--- config.mk ---
export PLATFORM = sky130hd
export DESIGN_NAME = modu_init_ctrl
export DESIGN_NICKNAME = d
export VERILOG_FILES = /design/src/rtl/modu_init_ctrl.sv
export SDC_FILE = /design/constraint.sdc
export NUM_CORES = 1
export LEC_CHECK = 0
export CAP_MARGIN = 20
export CORE_AREA = 2 2 56 84
export CTS_BUF_LIST = sky130_fd_sc_hd__clkbuf_4
export CTS_CLUSTER_DIAMETER = 50
export CTS_CLUSTER_SIZE = 14
export DETAILED_ROUTE_END_ITERATION = 16
export DIE_AREA = 0 0 58 86
export PLACE_DENSITY = 0.74
export SYNTH_ARGS = -nofsm -noshare
export SYNTH_HDL_FRONTEND = slang
export SYNTH_SLANG_ARGS = --single-unit
--- constraint.sdc ---
create_clock -name clk -period 3.55 [get_ports clk]
set_clock_uncertainty 0.15 [all_clocks]
set_input_delay 0.5325 -clock clk [delete_from_list [all_inputs] [get_ports clk]]
set_output_delay 0.5325 -clock clk [all_outputs]
set_load 0.005 [all_outputs]
--- src/rtl/modu_init_ctrl.sv ---
// Init/strobe sequencer for one half-iteration of the sliding-window MAP decoder.
// Walks a tail-beta pass, then N windows of WIN_LEN cycles, then a one-cycle drain.
module modu_init_ctrl #(
    parameter int WIN_LEN  = 32,
    parameter int TAIL_LEN = 3
) (
    input  logic       clk,
    input  logic       rst,
    input  logic       start,
    input  logic [3:0] q_up,
    input  logic       decMode,
    output logic       FPU_Init_Req,
    output logic       BPU_Init_Req,
    output logic       Updata_BPUtail_beta,
    output logic       Updata_BPUtail_beta_delay,
    output logic       Updata_BPU_beta,
    output logic       Updata_FPU_alpha,
    output logic       Updata_FPU_alpha_delay,
    output logic [4:0] win_idx,
    output logic       busy,
    output logic       done
);

    typedef enum logic [1:0] {
        IDLE,
        TAIL,
        RUN,
        DRAIN
    } state_e;

    localparam logic [5:0] CYC_LAST  = 6'(WIN_LEN - 1);
    localparam logic [3:0] TAIL_LAST = 4'(TAIL_LEN - 1);

    state_e     state_q, state_d;
    logic [3:0] tail_q, tail_d;
    logic [5:0] cyc_q, cyc_d;
    logic [4:0] win_q, win_d;
    logic [5:0] n_q, n_d;
    logic [5:0] n_calc;

    logic       fpu_init_d, bpu_init_d;
    logic       tail_beta_d, tail_dly_d;
    logic       bpu_beta_d, fpu_alpha_d;
    logic       fin_d;
    logic [4:0] win_out_d;
    logic       last_win_d;

    // Window count in 6 bits so 2*(15+1)=32 is representable.
    assign n_calc = decMode ? ({1'b0, q_up, 1'b0} + 6'd2)
                            : ({2'b00, q_up} + 6'd1);

    always_comb begin
        state_d = state_q;
        tail_d  = tail_q;
        cyc_d   = cyc_q;
        win_d   = win_q;
        n_d     = n_q;
        unique case (state_q)
            IDLE: begin
                if (start) begin
                    state_d = TAIL;
                    tail_d  = 4'd0;
                    cyc_d   = 6'd0;
                    win_d   = 5'd0;
                    n_d     = n_calc;
                end
            end
            TAIL: begin
                if (tail_q == TAIL_LAST) begin
                    state_d = RUN;
                    cyc_d   = 6'd0;
                    win_d   = 5'd0;
                end else begin
                    tail_d = tail_q + 4'd1;
                end
            end
            RUN: begin
                if (cyc_q == CYC_LAST) begin
                    cyc_d = 6'd0;
                    if ({1'b0, win_q} == n_q - 6'd1) begin
                        state_d = DRAIN;
                        win_d   = 5'd0;
                    end else begin
                        win_d = win_q + 5'd1;
                    end
                end else begin
                    cyc_d = cyc_q + 6'd1;
                end
            end
            DRAIN: begin
                state_d = IDLE;
                tail_d  = 4'd0;
                cyc_d   = 6'd0;
                win_d   = 5'd0;
            end
            default: state_d = IDLE;
        endcase
    end

    // Outputs are decoded from next state so they land registered in the cycle they describe.
    always_comb begin
        last_win_d  = ({1'b0, win_d} == n_d - 6'd1);
        tail_beta_d = (state_d == TAIL) && (tail_d == TAIL_LAST);
        fpu_init_d  = (state_d == RUN) && (win_d == 5'd0) && (cyc_d == 6'd0);
        bpu_init_d  = (state_d == RUN) && (cyc_d == 6'd1);
        bpu_beta_d  = (state_d == RUN) && (cyc_d == CYC_LAST);
        tail_dly_d  = bpu_beta_d && (win_d == 5'd0);
        fpu_alpha_d = bpu_beta_d && last_win_d;
        fin_d       = (state_d == DRAIN);
        win_out_d   = (state_d == RUN) ? win_d : 5'd0;
    end

    always_ff @(posedge clk) begin
        if (rst) begin
            state_q                   <= IDLE;
            tail_q                    <= 4'd0;
            cyc_q                     <= 6'd0;
            win_q                     <= 5'd0;
            n_q                       <= 6'd0;
            FPU_Init_Req              <= 1'b0;
            BPU_Init_Req              <= 1'b0;
            Updata_BPUtail_beta       <= 1'b0;
            Updata_BPUtail_beta_delay <= 1'b0;
            Updata_BPU_beta           <= 1'b0;
            Updata_FPU_alpha          <= 1'b0;
            Updata_FPU_alpha_delay    <= 1'b0;
            win_idx                   <= 5'd0;
            busy                      <= 1'b0;
            done                      <= 1'b0;
        end else begin
            state_q                   <= state_d;
            tail_q                    <= tail_d;
            cyc_q                     <= cyc_d;
            win_q                     <= win_d;
            n_q                       <= n_d;
            FPU_Init_Req              <= fpu_init_d;
            BPU_Init_Req              <= bpu_init_d;
            Updata_BPUtail_beta       <= tail_beta_d;
            Updata_BPUtail_beta_delay <= tail_dly_d;
            Updata_BPU_beta           <= bpu_beta_d;
            Updata_FPU_alpha          <= fpu_alpha_d;
            Updata_FPU_alpha_delay    <= fin_d;
            win_idx                   <= win_out_d;
            busy                      <= (state_d != IDLE);
            done                      <= fin_d;
        end
    end

endmodule

* After elaboration in Yosys (flattened, before gate mapping) *
Cells that the tools add are included.
W data, S select, Z words.

word-level totals
  bits in read-only memories = 0
  memories = 0
  RAM bits = 0
  input bits = 8
  register bits = 36
  logic and storage cells = 67
  bits in latches = 0

cells by class
  equality and inequality tests = 13
  shift-type cells = 0
  add/subtract/negate cells = 7
  div/mod/pow operators = 0
  magnitude comparators = 0
  mux-type cells = 20
  reduce and logical (&&, ||, !) cells = 12
  bitwise operators = 1
  multiply operators = 0

operators with widths
  cell                   count
  $mux W6                6
  $pmux W6 S4            1
  $mux W5                4
  $pmux W5 S4            1
  $eq A5 B6 Y1           2
  $eq A6 B5 Y1 const B   2
  $pmux W4 S3            1
  $sub A6 B1 Y6 const B  2
  $eq A2 B2 Y1 const B   4
  $eq A4 B2 Y1 const B   2
  $mux W2                4
  $mux W4                2
  $pmux W2 S4            1
  $logic_and A1 B1 Y1    7
  $add A5 B2 Y6 const B  1
  $add A6 B1 Y6 const B  1
  $eq A6 B1 Y1 const B   1
  $logic_not A6 Y1       1
  $add A4 B1 Y5 const B  1
  $add A5 B1 Y5 const B  1
  $logic_not A5 Y1       1
  $add A4 B1 Y4 const B  1
  $eq A2 B1 Y1 const B   2
  $logic_not A2 Y1       1
  other kinds (3)        3

* Longest topological paths before layout *
  depth in word-level cells = 8
  depth in mapped cells = 11
  depth with buffers taken out = 10

* Worst setup path before layout *
Ideal clock, no wire load.

  kind = reg-to-reg
  start = reg n_q[0]
  end = reg Updata_FPU_alpha
  period minus slack after synthesis = 2.836 ns
  cell stages (with the launch flop) = 11
  path slack = 0.714 ns
  arrival = 2.595 ns
  path through = dfxtp_1 > inv_1 > ha_1 > o21ba_1 > a221oi_1 > a41oi_1 > o21ai_1 > a2bb2oi_1 > xor2_1 > or4_1 > a311oi_1

on the way
  word-level cells in the longest chain between the ends = 8
  elaborated cells on any way between the ends = 15
  classes of those cells = add/sub: 2; eq/ne: 3; mux: 8; reduce/logical: 2

ends and longest elaborated chain
  what                     line  RTL
  from (decl)              38    logic [5:0] n_q, n_d;
  from (signal assigned)   135   n_q <= n_d;
  $sub A6 B1 Y6            80    if ({1'b0, win_q} == n_q - 6'd1) begin
  $eq A5 B6 Y1             80
  $mux W2                  80
  $mux W2                  78    if (cyc_q == CYC_LAST) begin
  $pmux W2 S4              58    unique case (state_q)
  $eq A2 B2 Y1             106   bpu_beta_d = (state_d == RUN) && (cyc_d == CYC_LAST);
  $logic_and A1 B1 Y1      106
  $logic_and A1 B1 Y1 (*)  108   fpu_alpha_d = bpu_beta_d && last_win_d;
  to (signal assigned)     141   Updata_FPU_alpha <= fpu_alpha_d;
  to (decl)                17    output logic Updata_FPU_alpha,

Mark *: on every way between the ends. The rest lies on a longest branch, timed or not.
A chain may end at the register's enable or synchronous reset.

* Worst setup path in the final report *
Same ends and word-level chain as after synthesis.

==> flow_summary.toml <==
[sta]
post-route-period-util_pct = 91.9
fin_crit_ns = 3.26
finalHoldViolCount = 0
slew_headroom_pct = 49.6
setup_tns_ns = 0
final_max_slew_viol_count = 0
fmax_ghz = 0.307
rsz0062_at_grt = "false"
worst_pin_slew_ns = 0.753
setup_viol = 0

[synth]
yosysMostFrequentCell = "nor2_1"
async_flop_share_pct = 0
synth.top_cell.area_share_pct = 35.4
yosysWarnings = 0
synth_area_leaders = "dfxtp_1 35%, nor2_1 7.6%, xnor2_1 5.2%"
netlist_instances = 247
synth_xor_area_share_pct = 8.17
synth_top_family_by_area = "simple AND/OR/NAND/NOR gates"
yosys_register_bits = 36
yosysSeqAreaShare_pct = 35.4
synth_nets = 262
synth-simple-area-share_pct = 27.8
yosys_most_used_dff = "dfxtp_1"
syn_avg_cell_area_um2 = 8.25
synthMuxAreaShare_pct = 2.46
synth_compound_area_share_pct = 17.7
synth_cell_types = 50
synthAdderAreaFrac_pct = 4.30
yosysTopAreaCell = "dfxtp_1"
synth_edf_count = 0
syn_area_mm2 = 0.00204
synth_common_cells = "41 x nor2_1, 36 x dfxtp_1, 18 x nand2_1"

[routing]
route.detailed.drc = 0
postRouteAntennaNets = 0
post_drt_wl_per_cell_um = 14.4
drtPass1Iterations = 4
routed_wl_mm = 4.62
viasPerCell = 5.85
dr_total_vias = 1873
drt-initial-drc-count = 67

[worst_hold_path]
whs_path_depth = 2
hold_end = "tail_q[0]"
hold_start = "tail_q[0]"
worstHoldPathType = "flip-flop to flip-flop"

[power_and_ir_drop]
peakVddDrop_mv = 0.275
netSwitchingFraction_pct = 28.5
p_sw_mw = 0.228
power_density_mw_per_mm2 = 337
p_leak_nw = 0.944
p_comb_share_pct = 17.8
p_seq_share_pct = 53.0
power_frac_clock_pct = 29.3
p_int_mw = 0.572

[cts]
cts.sinks = 36
cts_tree = "built"
clockBufferDepth = 2
cts_made_buffers = 5
post_cts_buffers = 0
clk_pin_slew_worst_paths_ns = 0.11
htreeDepth = 2
postCtsHoldBufs = 0
clk_latency_ns = 0.34
cts_resized = 0
cts_root_buf = "clkbuf_4"

[placed_design]
hpwl_mm = 3.45
gp_congestion = 0.966
portBuffers = 21

[final_layout]
fillCellCount = 399
antenna_cells = 0
multiInputGateArea_mm2 = 0.00123
area_delta_synth_final_pct = 16.6
final_nets = 288
drive_above_1_share_pct = 8.76
fin_util_pct = 56.4
seq_area_um2 = 721

[global_route]
use_met3_pct = 2.87
use_met2_pct = 35.5
grt_pass1_wl_mm = 7.94
grt_usage_pct = 20.2
globalRouteMet1Util_pct = 23.0
busiest_layer = "met2"
antenna_found_initial = 0
grt_max_degree = 25
grt_overflow = 0
grt_pass1_vias = 1794

[critical_path]
r2r_cells = 10
cp-start-kind = "flip-flop"
regToRegEndpoint = "Updata_FPU_alpha"
crit_fanout = 6
crit_required_ns = 3.66
crit_arrival_ns = 3.38
cp-end-kind = "flip-flop"
r2r_slack_ns = 0.29
worst-setup-path-type = "flip-flop to flip-flop"
timing.rr.start = "n_q[0]"

[floorplan]
die_h_um = 86
core_mm2 = 0.00421
start_util_pct = 48.4
num_rows = 29
ios = 22
dieArea_mm2 = 0.00499
dieWidth_um = 58

[run_status]
status = "completed"

[job]
max_cap_viol_count = 0
## logic make-up after synthesis
family,after synthesis
muxes,5
xor gates and xnor gates,19
adders and majority gates,7
and+or+nand+nor,112
AOI/OAI and AO/OA,49
DFF,36
buffers and inverters,19
## layer usage
| layer | share of wire [%] | vias up |
|---|---|---|
| met1 | 42 | 879 |
| met3 | 4.5 | 11 |
| met2 | 51 | 56 |
| met5 | 0 | - |
| li1 | - | 927 |
| met4 | 2.8 | 0 |
## final cells by class
class	count	area share (%)
tap	46	2.42
inverter	9	1.42
timing repair buffer	29	11.4
sequential	36	30.3
clock buffer	7	2.21
clock inverter	1	0.369
multi-input combinational	192	51.8
## per-stage QoR
stage	total power, mW	setup WS (ns)	hold slack [ns]	cell area (um^2)	instances
5_1_grt	0.842	0.0686	0.503	2370	320
4_1_cts	0.805	0.324	0.446	2370	320
6_report	0.800	0.288	0.435	2370	320
3_3_place_gp	0.571	0.176	0.408	2310	312
2_1_floorplan	0.533	0.714	0.374	2040	247
3_5_place_dp	0.574	0.174	0.421	2310	312
## critical path, cell delays in order, from the launching register on
cell	delay (ns)
dfxtp_1	0.47
inv_1	0.08
ha_1	0.25
o21ba_1	0.18
a221oi_1	0.29
a41oi_1	0.14
o21ai_1	0.37
a2bb2oi_1	0.40
xor2_1	0.11
or4_1	0.50
a311oi_1	0.24
## power by group through the flow
stage	clock network, mW	registers (mW)	logic (mW)
CTS	0.240	0.424	0.142
global placement	0	0.433	0.139
global route	0.258	0.426	0.158
floorplan	0	0.428	0.105
detailed placement	0	0.433	0.141
finish	0.234	0.424	0.142
## flip-flops by register name (all words and copies together) (netlist names)
register / flops
BPU_Init_Req: 1
FPU_Init_Req: 1
Updata_BPU_beta: 1
Updata_BPUtail_beta: 1
Updata_BPUtail_beta_delay: 1
Updata_FPU_alpha: 1
busy: 1
cyc_q: 6
done: 1
n_q: 6
state_q: 2
tail_q: 4
win_idx: 5
win_q: 5
## worst max-delay path by stage
stage / start / end / slack, ns / cells after the start
floorplan: n_q[0] / Updata_FPU_alpha / 0.71 / 10
global placement: start / Updata_FPU_alpha / 0.18 / 10
detailed placement: start / Updata_FPU_alpha / 0.17 / 10
CTS: n_q[0] / Updata_FPU_alpha / 0.32 / 10
global route: n_q[0] / Updata_FPU_alpha / 0.07 / 10
finish: n_q[0] / Updata_FPU_alpha / 0.29 / 10
## cell usage in the layout (no fill, tap or decap), types with 4 or more instances in the layout
cell             instances
inv_1                    8
o21ai_0                  5
clkbuf_4                 7
nor2b_1                  7
mux2i_1                  5
clkdlybuf4s50_1         21
xnor2_1                 12
and3_1                   4
a21oi_1                 14
ha_1                     7
buf_4                    8
dfxtp_1                 36
nand2_1                 18
xor2_1                   7
nor3_1                  10
a22oi_1                  5
nor2_1                  41
nand2b_1                 5
nand3_1                 10
Note: power is estimated with default switching activity, not from simulation.
